==> src/rtl/line_clear_ctrl_pkg.sv <==
// Shared tetris constants and the line-clear sequencer state encoding.
package line_clear_ctrl_pkg;
    localparam int BOARD_W = 10;
    localparam int BOARD_H = 20;
    localparam int CELL_W  = 6;
    localparam int ADDR_W  = 8;
    localparam logic [CELL_W-1:0] EMPTY_CELL = '0;

    typedef enum logic [2:0] {
        ST_IDLE,
        ST_SCAN_A,
        ST_SCAN_W,
        ST_SH_A,
        ST_SH_W,
        ST_SH_WR,
        ST_CLR,
        ST_DONE
    } lcc_state_e;
endpackage

==> src/rtl/line_clear_ctrl_if.sv <==
// Board RAM port plus start/status handshake of the line-clear sequencer.
interface line_clear_ctrl_if;
    import line_clear_ctrl_pkg::*;

    logic              start;
    logic [ADDR_W-1:0] ram_addr;
    logic              ram_wren;
    logic [CELL_W-1:0] ram_data;
    logic [CELL_W-1:0] ram_q;
    logic              busy;
    logic              done;
    logic [2:0]        lines;

    modport master (
        input  start, ram_q,
        output ram_addr, ram_wren, ram_data, busy, done, lines
    );
    modport slave (
        output start, ram_q,
        input  ram_addr, ram_wren, ram_data, busy, done, lines
    );
endinterface

==> src/rtl/line_clear_ctrl_coord_to_addr.sv <==
// Board coordinate to linear RAM address: y*W + x.
module coord_to_addr #(
    parameter int W  = 10,
    parameter int XW = 4,
    parameter int YW = 5,
    parameter int AW = 8
) (
    input  logic [XW-1:0] x_i,
    input  logic [YW-1:0] y_i,
    output logic [AW-1:0] addr_o
);
    assign addr_o = AW'(y_i) * AW'(W) + AW'(x_i);
endmodule

==> src/rtl/line_clear_ctrl.sv <==
// Scans the board bottom-up for full rows, shifts everything above each one
// down a row, clears the top row and counts the lines removed.
module line_clear_ctrl #(
    parameter int BOARD_W = 10,
    parameter int BOARD_H = 20,
    parameter int CELL_W  = 6
) (
    input  logic clk,
    input  logic resetn,
    line_clear_ctrl_if.master bus
);
    import line_clear_ctrl_pkg::*;

    localparam int XW = $clog2(BOARD_W);
    localparam int YW = $clog2(BOARD_H);
    localparam logic [XW-1:0] X_LAST = XW'(BOARD_W - 1);
    localparam logic [YW-1:0] Y_LAST = YW'(BOARD_H - 1);
    localparam logic [YW-1:0] Y_ONE  = YW'(1);

    lcc_state_e        state_q, state_d;
    logic [XW-1:0]     x_q, x_d;
    logic [YW-1:0]     y_q, y_d;
    logic [YW-1:0]     r_q, r_d;
    logic [CELL_W-1:0] cell_q, cell_d;
    logic [2:0]        lines_q, lines_d;

    logic [XW-1:0]     addr_x;
    logic [YW-1:0]     addr_y;
    logic              wren;
    logic [CELL_W-1:0] wdata;

    always_ff @(posedge clk) begin
        if (!resetn) begin
            state_q <= ST_IDLE;
            x_q     <= '0;
            y_q     <= '0;
            r_q     <= '0;
            cell_q  <= '0;
            lines_q <= '0;
        end else begin
            state_q <= state_d;
            x_q     <= x_d;
            y_q     <= y_d;
            r_q     <= r_d;
            cell_q  <= cell_d;
            lines_q <= lines_d;
        end
    end

    always_comb begin
        state_d = state_q;
        x_d     = x_q;
        y_d     = y_q;
        r_d     = r_q;
        cell_d  = cell_q;
        lines_d = lines_q;
        addr_x  = '0;
        addr_y  = '0;
        wren    = 1'b0;
        wdata   = EMPTY_CELL;
        case (state_q)
            ST_IDLE: begin
                if (bus.start) begin
                    y_d     = Y_LAST;
                    x_d     = '0;
                    lines_d = '0;
                    state_d = ST_SCAN_A;
                end
            end
            ST_SCAN_A: begin
                addr_x  = x_q;
                addr_y  = y_q;
                state_d = ST_SCAN_W;
            end
            ST_SCAN_W: begin
                if (bus.ram_q == EMPTY_CELL) begin
                    if (y_q == '0) begin
                        state_d = ST_DONE;
                    end else begin
                        y_d     = y_q - Y_ONE;
                        x_d     = '0;
                        state_d = ST_SCAN_A;
                    end
                end else if (x_q != X_LAST) begin
                    x_d     = x_q + XW'(1);
                    state_d = ST_SCAN_A;
                end else begin
                    lines_d = (lines_q == 3'd7) ? lines_q : lines_q + 3'd1;
                    r_d     = y_q;
                    x_d     = '0;
                    state_d = (y_q == '0) ? ST_CLR : ST_SH_A;
                end
            end
            ST_SH_A: begin
                addr_x  = x_q;
                addr_y  = r_q - Y_ONE;
                state_d = ST_SH_W;
            end
            ST_SH_W: begin
                cell_d  = bus.ram_q;
                state_d = ST_SH_WR;
            end
            ST_SH_WR: begin
                addr_x = x_q;
                addr_y = r_q;
                wren   = 1'b1;
                wdata  = cell_q;
                if (x_q == X_LAST) begin
                    x_d     = '0;
                    r_d     = r_q - Y_ONE;
                    state_d = (r_q == Y_ONE) ? ST_CLR : ST_SH_A;
                end else begin
                    x_d     = x_q + XW'(1);
                    state_d = ST_SH_A;
                end
            end
            ST_CLR: begin
                // y is left alone so the row that just dropped in gets rescanned
                addr_x = x_q;
                addr_y = '0;
                wren   = 1'b1;
                if (x_q == X_LAST) begin
                    x_d     = '0;
                    state_d = ST_SCAN_A;
                end else begin
                    x_d = x_q + XW'(1);
                end
            end
            ST_DONE: state_d = ST_IDLE;
            default: state_d = ST_IDLE;
        endcase
    end

    coord_to_addr #(
        .W (BOARD_W),
        .XW(XW),
        .YW(YW),
        .AW(ADDR_W)
    ) u_addr (
        .x_i   (addr_x),
        .y_i   (addr_y),
        .addr_o(bus.ram_addr)
    );

    assign bus.ram_wren = wren;
    assign bus.ram_data = wdata;
    assign bus.busy     = (state_q != ST_IDLE);
    assign bus.done     = (state_q == ST_DONE);
    assign bus.lines    = lines_q;
endmodule

==> src/flat_wrapper.sv <==
// flat-port wrapper written by rule: the top's interface ports become plain ports
module line_clear_ctrl_flat import line_clear_ctrl_pkg::*;
#(
    parameter int BOARD_W = 10,
    parameter int BOARD_H = 20,
    parameter int CELL_W  = 6
)
  (clk, resetn, bus_start, bus_ram_q, bus_ram_addr, bus_ram_wren, bus_ram_data, bus_busy, bus_done, bus_lines);
  line_clear_ctrl_if bus_i ();
  input  logic clk;
  input  logic resetn;
  input wire logic [$bits(bus_i.start)-1:0] bus_start;
  input wire logic [$bits(bus_i.ram_q)-1:0] bus_ram_q;
  output wire logic [$bits(bus_i.ram_addr)-1:0] bus_ram_addr;
  output wire logic [$bits(bus_i.ram_wren)-1:0] bus_ram_wren;
  output wire logic [$bits(bus_i.ram_data)-1:0] bus_ram_data;
  output wire logic [$bits(bus_i.busy)-1:0] bus_busy;
  output wire logic [$bits(bus_i.done)-1:0] bus_done;
  output wire logic [$bits(bus_i.lines)-1:0] bus_lines;
  assign bus_i.start = bus_start;
  assign bus_i.ram_q = bus_ram_q;
  assign bus_ram_addr = bus_i.ram_addr;
  assign bus_ram_wren = bus_i.ram_wren;
  assign bus_ram_data = bus_i.ram_data;
  assign bus_busy = bus_i.busy;
  assign bus_done = bus_i.done;
  assign bus_lines = bus_i.lines;
  line_clear_ctrl #(.BOARD_W(BOARD_W), .BOARD_H(BOARD_H), .CELL_W(CELL_W)) u_core (.clk(clk), .resetn(resetn), .bus(bus_i));
endmodule
==> config.mk <==
export PLATFORM = sky130hd
export DESIGN_NAME = line_clear_ctrl_flat
export DESIGN_NICKNAME = d
export VERILOG_FILES = /design/src/rtl/line_clear_ctrl_pkg.sv /design/src/rtl/line_clear_ctrl_if.sv /design/src/rtl/line_clear_ctrl_coord_to_addr.sv /design/src/rtl/line_clear_ctrl.sv /design/src/flat_wrapper.sv
export SDC_FILE = /design/constraint.sdc
export NUM_CORES = 1
export LEC_CHECK = 0
export ABC_CLOCK_PERIOD_IN_PS = 4500
export CELL_PAD_IN_SITES_DETAIL_PLACEMENT = 1
export CELL_PAD_IN_SITES_GLOBAL_PLACEMENT = 2
export CORE_MARGIN = 3
export CORE_UTILIZATION = 33
export DETAILED_ROUTE_END_ITERATION = 10
export GPL_TIMING_DRIVEN = 0
export PLACE_DENSITY_LB_ADDON = 0.1
export SYNTH_ARGS = -nofsm -noshare
export SYNTH_HDL_FRONTEND = slang
export SYNTH_SLANG_ARGS = --single-unit
export TNS_END_PERCENT = 5
==> constraint.sdc <==
create_clock -name clk -period 4.5 [get_ports clk]
set_input_delay 0.675 -clock clk [delete_from_list [all_inputs] [get_ports clk]]
set_output_delay 0.675 -clock clk [all_outputs]
set_load 0.01 [all_outputs]
# --- Word-level counts from Yosys, hierarchy flattened ---
# Cells that the tools add are included.
totals:
  reg_bits: 26
  word_cells: 78
  output_inout_bits: 20
  in_bits: 9
op_classes:
  mul: 1
  n_eq_ne: 20
  reduce_logical: 14
  n_addsub: 5
  mux: 32
ops:
  columns: ["operator", "count"]
  rows:
  - ["2-to-1 mux 3 bit", 12]
  - ["2-to-1 mux 5 bit", 6]
  - ["2-to-1 mux 4 bit", 6]
  - ["one-hot mux 3 bit (8 select lines)", 1]
  - ["one-hot mux 5 bit (2 select lines)", 2]
  - ["== test 3 bit (second input constant)", 5]
  - ["one-hot mux 5 bit (3 select lines)", 1]
  - ["one-hot mux 4 bit (3 select lines)", 1]
  - ["inequality test 2 bit (second input constant)", 5]
  - ["subtractor 5 x 1 -> 5 bit (second input constant)", 2]
  - ["adder 8 x 4 -> 8 bit", 1]
  - ["AND reduction 4 bit", 2]
  - ["multiplier 5 x 3 -> 7 bit (second input constant)", 1]
  - ["== test 3 x 2 -> 1 bit (second input constant)", 2]
  - ["logical NOT 6 bit", 1]
  - ["2-to-1 mux 6 bit", 1]
  - ["inequality test 2 x 1 -> 1 bit (second input constant)", 3]
  - ["one-hot mux 3 bit (2 select lines)", 1]
  - ["nonzero test 3 bit", 2]
  - ["== test 5 x 1 -> 1 bit (second input constant)", 1]
  - ["logical NOT 5 bit", 1]
  - ["AND reduction 5 bit", 1]
  - ["adder 4 x 1 -> 4 bit (second input constant)", 1]
  - ["== test 4 bit (second input constant)", 1]
  - ["11 further kinds", 12]

# --- Logic depth before layout (Yosys ltp) ---
logic_depth:
  depth_word: 5
  depth_mapped: 13
  ltp_nobuf: 13

# --- Cells and area by module ---
# A second synthesis with hierarchy kept.
unflattened:
  cells_unflattened: 232
  hier_area_um2: 1924.3
by_module_without_submodules:
  columns: ["mod", "area_each_um2", "instances", "seq_area_each_um2", "cells_each"]
  rows:
  - ["line_clear_ctrl", 1652.8, 1, 520.5, 204]
  - ["coord_to_addr", 271.5, 1, 0.0, 28]

# --- Least setup slack after synthesis ---
# Ideal clock, no wire load.
synth_timing:
  kind: "register to output"
  from: "register u_core.state_q[1]"
  to: "output port bus_ram_addr[7]"
  path_stages_with_launch: 13
  n_path_buf: 2
  t_required_ps: 3825
  setup_slack_ps: 939
  arrival_time_ps: 2886
  cell_sequence: "dfxtp_1 -> buf_2 -> buf_1 -> mux2_2 -> a22oi_1 -> nor2_1 -> ha_1 -> ha_1 -> fa_1 -> xnor2_1 -> nand4b_1 -> xnor2_1 -> xnor2_1"
synth_via:
  elab_chain_cells: 4
  elab_cells_between_ends: 9
  cone_classes: "add/sub: 1; mul: 1; eq/ne: 4; mux: 2; reduce/logical: 1"
synth_lines:
  columns: ["element", "line", "text"]
  rows:
  - ["from (decl)", "line_clear_ctrl.sv:20", "lcc_state_e state_q, state_d;"]
  - ["from (signal assigned)", "line_clear_ctrl.sv:41", "state_q <= state_d;"]
  - ["== test 3 bit (tied with other cells)", "line_clear_ctrl.sv:61", "case (state_q)"]
  - ["one-hot mux 5 bit (3 select lines) or OR reduction 4 bit (tied branches)", null, null]
  - ["multiplier 5 x 3 -> 7 bit or 2-to-1 mux 4 bit (tied branches)", "line_clear_ctrl_coord_to_addr.sv:12, line_clear_ctrl.sv:61", null]
  - ["adder 8 x 4 -> 8 bit (*)", "line_clear_ctrl_coord_to_addr.sv:12", "assign addr_o = AW'(y_i) * AW'(W) + AW'(x_i);"]
  - ["to (decl)", "flat_wrapper.sv:14", "output wire logic [$bits(bus_i.ram_addr)-1:0] bus_ram_addr;"]
# Every way passes the cells marked *; elsewhere a longest branch is shown, timed or not.

# --- Worst setup path in the final report ---
layout_timing:
  from: "register u_core.r_q[0]"
  to: "output port bus_ram_addr[6]"
layout_via:
  elab_chain_cells: 4
layout_lines:
  columns: ["element", "line", "text"]
  rows:
  - ["from (decl)", "line_clear_ctrl.sv:23", "logic [YW-1:0] r_q, r_d;"]
  - ["from (signal assigned)", "line_clear_ctrl.sv:44", "r_q <= r_d;"]
  - ["subtractor 5 x 1 -> 5 bit", "line_clear_ctrl.sv:96", "addr_y = r_q - Y_ONE;"]
  - ["one-hot mux 5 bit (3 select lines) (*)", "line_clear_ctrl.sv:61", null]
  - ["multiplier 5 x 3 -> 7 bit (*)", "line_clear_ctrl_coord_to_addr.sv:12", null]
  - ["adder 8 x 4 -> 8 bit (*)", "line_clear_ctrl_coord_to_addr.sv:12", null]
# Marks and branches as above.

==> results by group <==
Clock tree
  – Clock buffer depth: 2
  – Clock latency on the worst-skew pair: 0.29 ns
  – Hold_buf cts: 0
  – Clk pin slew, worst setup/hold paths: 0.10 ns
  – CTS tree: built
  – # clock sinks: 26
  – Clock H-tree levels: 1
  – CTS root buffer: clkbuf_8
  – CTS buffer count: 3

Logic synthesis
  – Area leader, netlist: dfxtp_1
  – Distinct cells, synth: 54
  – Synth top cells by count: 26 x dfxtp_1, 22 x a21oi_1, 16 x ha_1, 16 x nor2_1, 14 x nand2_1
  – Most frequent cell after synthesis: dfxtp_1
  – Ys async rst share: 0%
  – Cells after Synth: 243
  – Mapped Nets: 270
  – Main flop type after synthesis: dfxtp_1
  – Top cells by area, synth: dfxtp_1 26%, ha_1 9.8%, mux2i_1 6.4%
  – Post-synth EDFFs: 0
  – Synth warn: 0
  – Synth top area share: 25.5%
  – Post-Syn Area per Cell: 8.39 um2
  – Mapped cell area: 0.00204 mm2
  – #FFs+latches synth: 26
  – Seq/Total Area, Yosys: 25.5%

Finish
  – Layout cells sized above 1: 8.73%
  – Area growth syn-to-layout: 22.5%
  – Ant diodes: 0
  – Nets: 303
  – Area of the multi-input gates: 0.00143 mm2
  – Post-route cell area: 0.00250 mm2
  – Fill count: 697
  – Reg area: 523 um2

Timing
  – Achievable Freq: 0.235 GHz
  – Final min period: 4.25 ns
  – # setup viols final: 0
  – Final Cycle Share: 94.5%
  – RSZ-0062 raised after global routing: no
  – Max-slew headroom: 61.4%
  – Final hold violations: 0
  – Final slew viol count: 0
  – Post-route setup TNS: 0 ns
  – Final setup skew: 0.00333 ns
  – Slew at the pin with the worst max-slew slack: 0.579 ns

Pwr
  – LEAKAGE: 0.000997 uW
  – VDD IR max: 0.000187 V
  – PwrDens: 227 mW/mm2

Route
  – WL met2: 2670 um
  – Vias per inst: 5.50
  – Avg WL per Cell: 16.6 um
  – Post-DRT Antenna Nets: 0
  – Top sig layer: met4
  – WL final: 5750 um
  – Routed wire length on met3: 153 um
  – Routed vias: 1909
  – Post-route DRC: 0
  – TritonRoute pass-1 iters: 4
  – Initial DRC Count: 42
  – DRT met1 WL: 2840 um

Critical path
  – Crit-path max FO: 5
  – Arrival @ worst endpoint: 3.58 ns
  – CP startpoint kind: register
  – Critical Path RT: 3.83 ns
  – Setup crit end kind: output pin
  – CP Class: register to output pin

Floorplan
  – Die ar.: 0.00716 mm2
  – Core ar.: 0.00574 mm2
  – Num rows: 27
  – Die X: 84.6 um
  – I/O pins: 29
  – Initial Util: 35.5%
  – Die height: 84.6 um

Placement
  – DP HPWL: 4400 um
  – PortBufs: 28
  – Placed Area: 0.00241 mm2
  – Routability congestion estimate: 0.763

Status
  – Outcome: finished clean

Flow run
  – Max_cap viols: 0

GRT
  – Total global-route track usage: 16.9%
  – Total gr overflow: 0
  – Vias in the first global route: 2030
  – Initial antenna violation count: 0
  – Largest net degree at the start of global routing: 16
  – First-pass GRT wire length: 9960 um

Hold path
  – Hold Path Class: register to register
worst paths after layout:
check	slack, ns	end	startpoint	cells past startpoint
max	0.25	bus_ram_addr[6]	u_core.r_q[0]$_SDFFE_PN0P_	13
min	0.50	u_core.r_q[1]$_SDFFE_PN0P_	u_core.r_q[1]$_SDFFE_PN0P_	2
max reg2reg	2.46	u_core.y_q[4]$_SDFFE_PN0P_	u_core.y_q[0]$_SDFFE_PN0P_	7
min reg2reg	0.50	u_core.r_q[1]$_SDFFE_PN0P_	u_core.r_q[1]$_SDFFE_PN0P_	2
cell type report:
class,instances,share of cell area [%]
Buffer,12,2.25
Clock buffer,3,1.65
Clock inverter,1,1.20
Inverter,12,1.80
Multi-Input combinational cell,193,57.4
Sequential cell,26,20.9
Tap cell,72,3.61
Timing Repair Buffer,28,11.2
cells by family after synthesis:
group	after synthesis	share of synthesized area, %
simple gates	85	25.6
compound gates	67	21.7
flops	26	25.5
buf+inv	24	4.60
fa+ha+maj	18	11.8
mux	14	6.94
xor+xnor	9	3.87
layer usage:
layer / GRT usage (%) / up-vias
met3: 2.65 / 6
met4: 5.18 / 0
met2: 29.0 / 26
met5: 0 / -
li1: - / 955
met1: 21.7 / 922
layout by cell type (no fill, tap or decap), types with 4 or more instances in the layout:
cell type        instances
ha_1                    16
o211ai_1                 4
o21a_1                   4
clkdlybuf4s50_1         27
nand2b_1                 6
nand2_1                 14
clkbuf_1                 7
xnor2_1                  7
inv_1                   12
nand3_1                  7
nor2_1                  15
nor3_1                   4
mux2i_1                 13
o21ai_0                 12
nor2b_1                  5
dfxtp_1                 24
a21oi_1                 22
and2_1                   7
state kept, by name, summed over array words and instances (netlist names):
register and count:
u_core.cell_q 6, u_core.r_q 5, u_core.y_q 5, u_core.x_q 4
u_core.bus.lines 3, u_core.state_q 3
per-stage QoR:
| step | hold WS [ns] | std cells | worst slack [ns] | total power [uW] | utilization, % |
|---|---|---|---|---|---|
| 2_1_floorplan | 0.455 | 243 | 0.939 | 317 | - |
| 3_3_place_gp | 0.468 | 343 | 0.0230 | 360 | 41.9 |
| 3_5_place_dp | 0.488 | 343 | 0.0279 | 362 | 41.9 |
| 4_1_cts | 0.501 | 347 | 0.228 | 572 | 43.5 |
| 5_1_grt | 0.528 | 347 | 0.0516 | 591 | 43.5 |
| 6_report | 0.496 | 347 | 0.250 | 566 | 43.5 |
repair_timing:
action	CTS	global route
pin swaps	0	0
setup endpoints to repair	2	2
hold endpoints to repair	0	0
resized for setup	8	2
setup buffers	0	0
power by group:
part           internal (uW)  total (uW)  switching [uW]  leakage, uW
logic                   48.8         113            64.6     0.000750
clock network            120         209            89.6    0.0000357
registers                236         244            8.26     0.000212
worst max-delay path, cell delays in order, from the launching register on:
cell and delay [ns]:
dfxtp_2 0.38, inv_1 0.08, ha_1 0.27, nor2b_1 0.17, mux2_2 0.28, a22oi_1 0.21, nor2_1 0.09, ha_1 0.21
ha_1 0.21, fa_1 0.55, nand2_1 0.07, nor2_1 0.11, xnor2_1 0.12, clkdlybuf4s50_1 0.55
No activity file was read; power rests on OpenSTA's default activity.
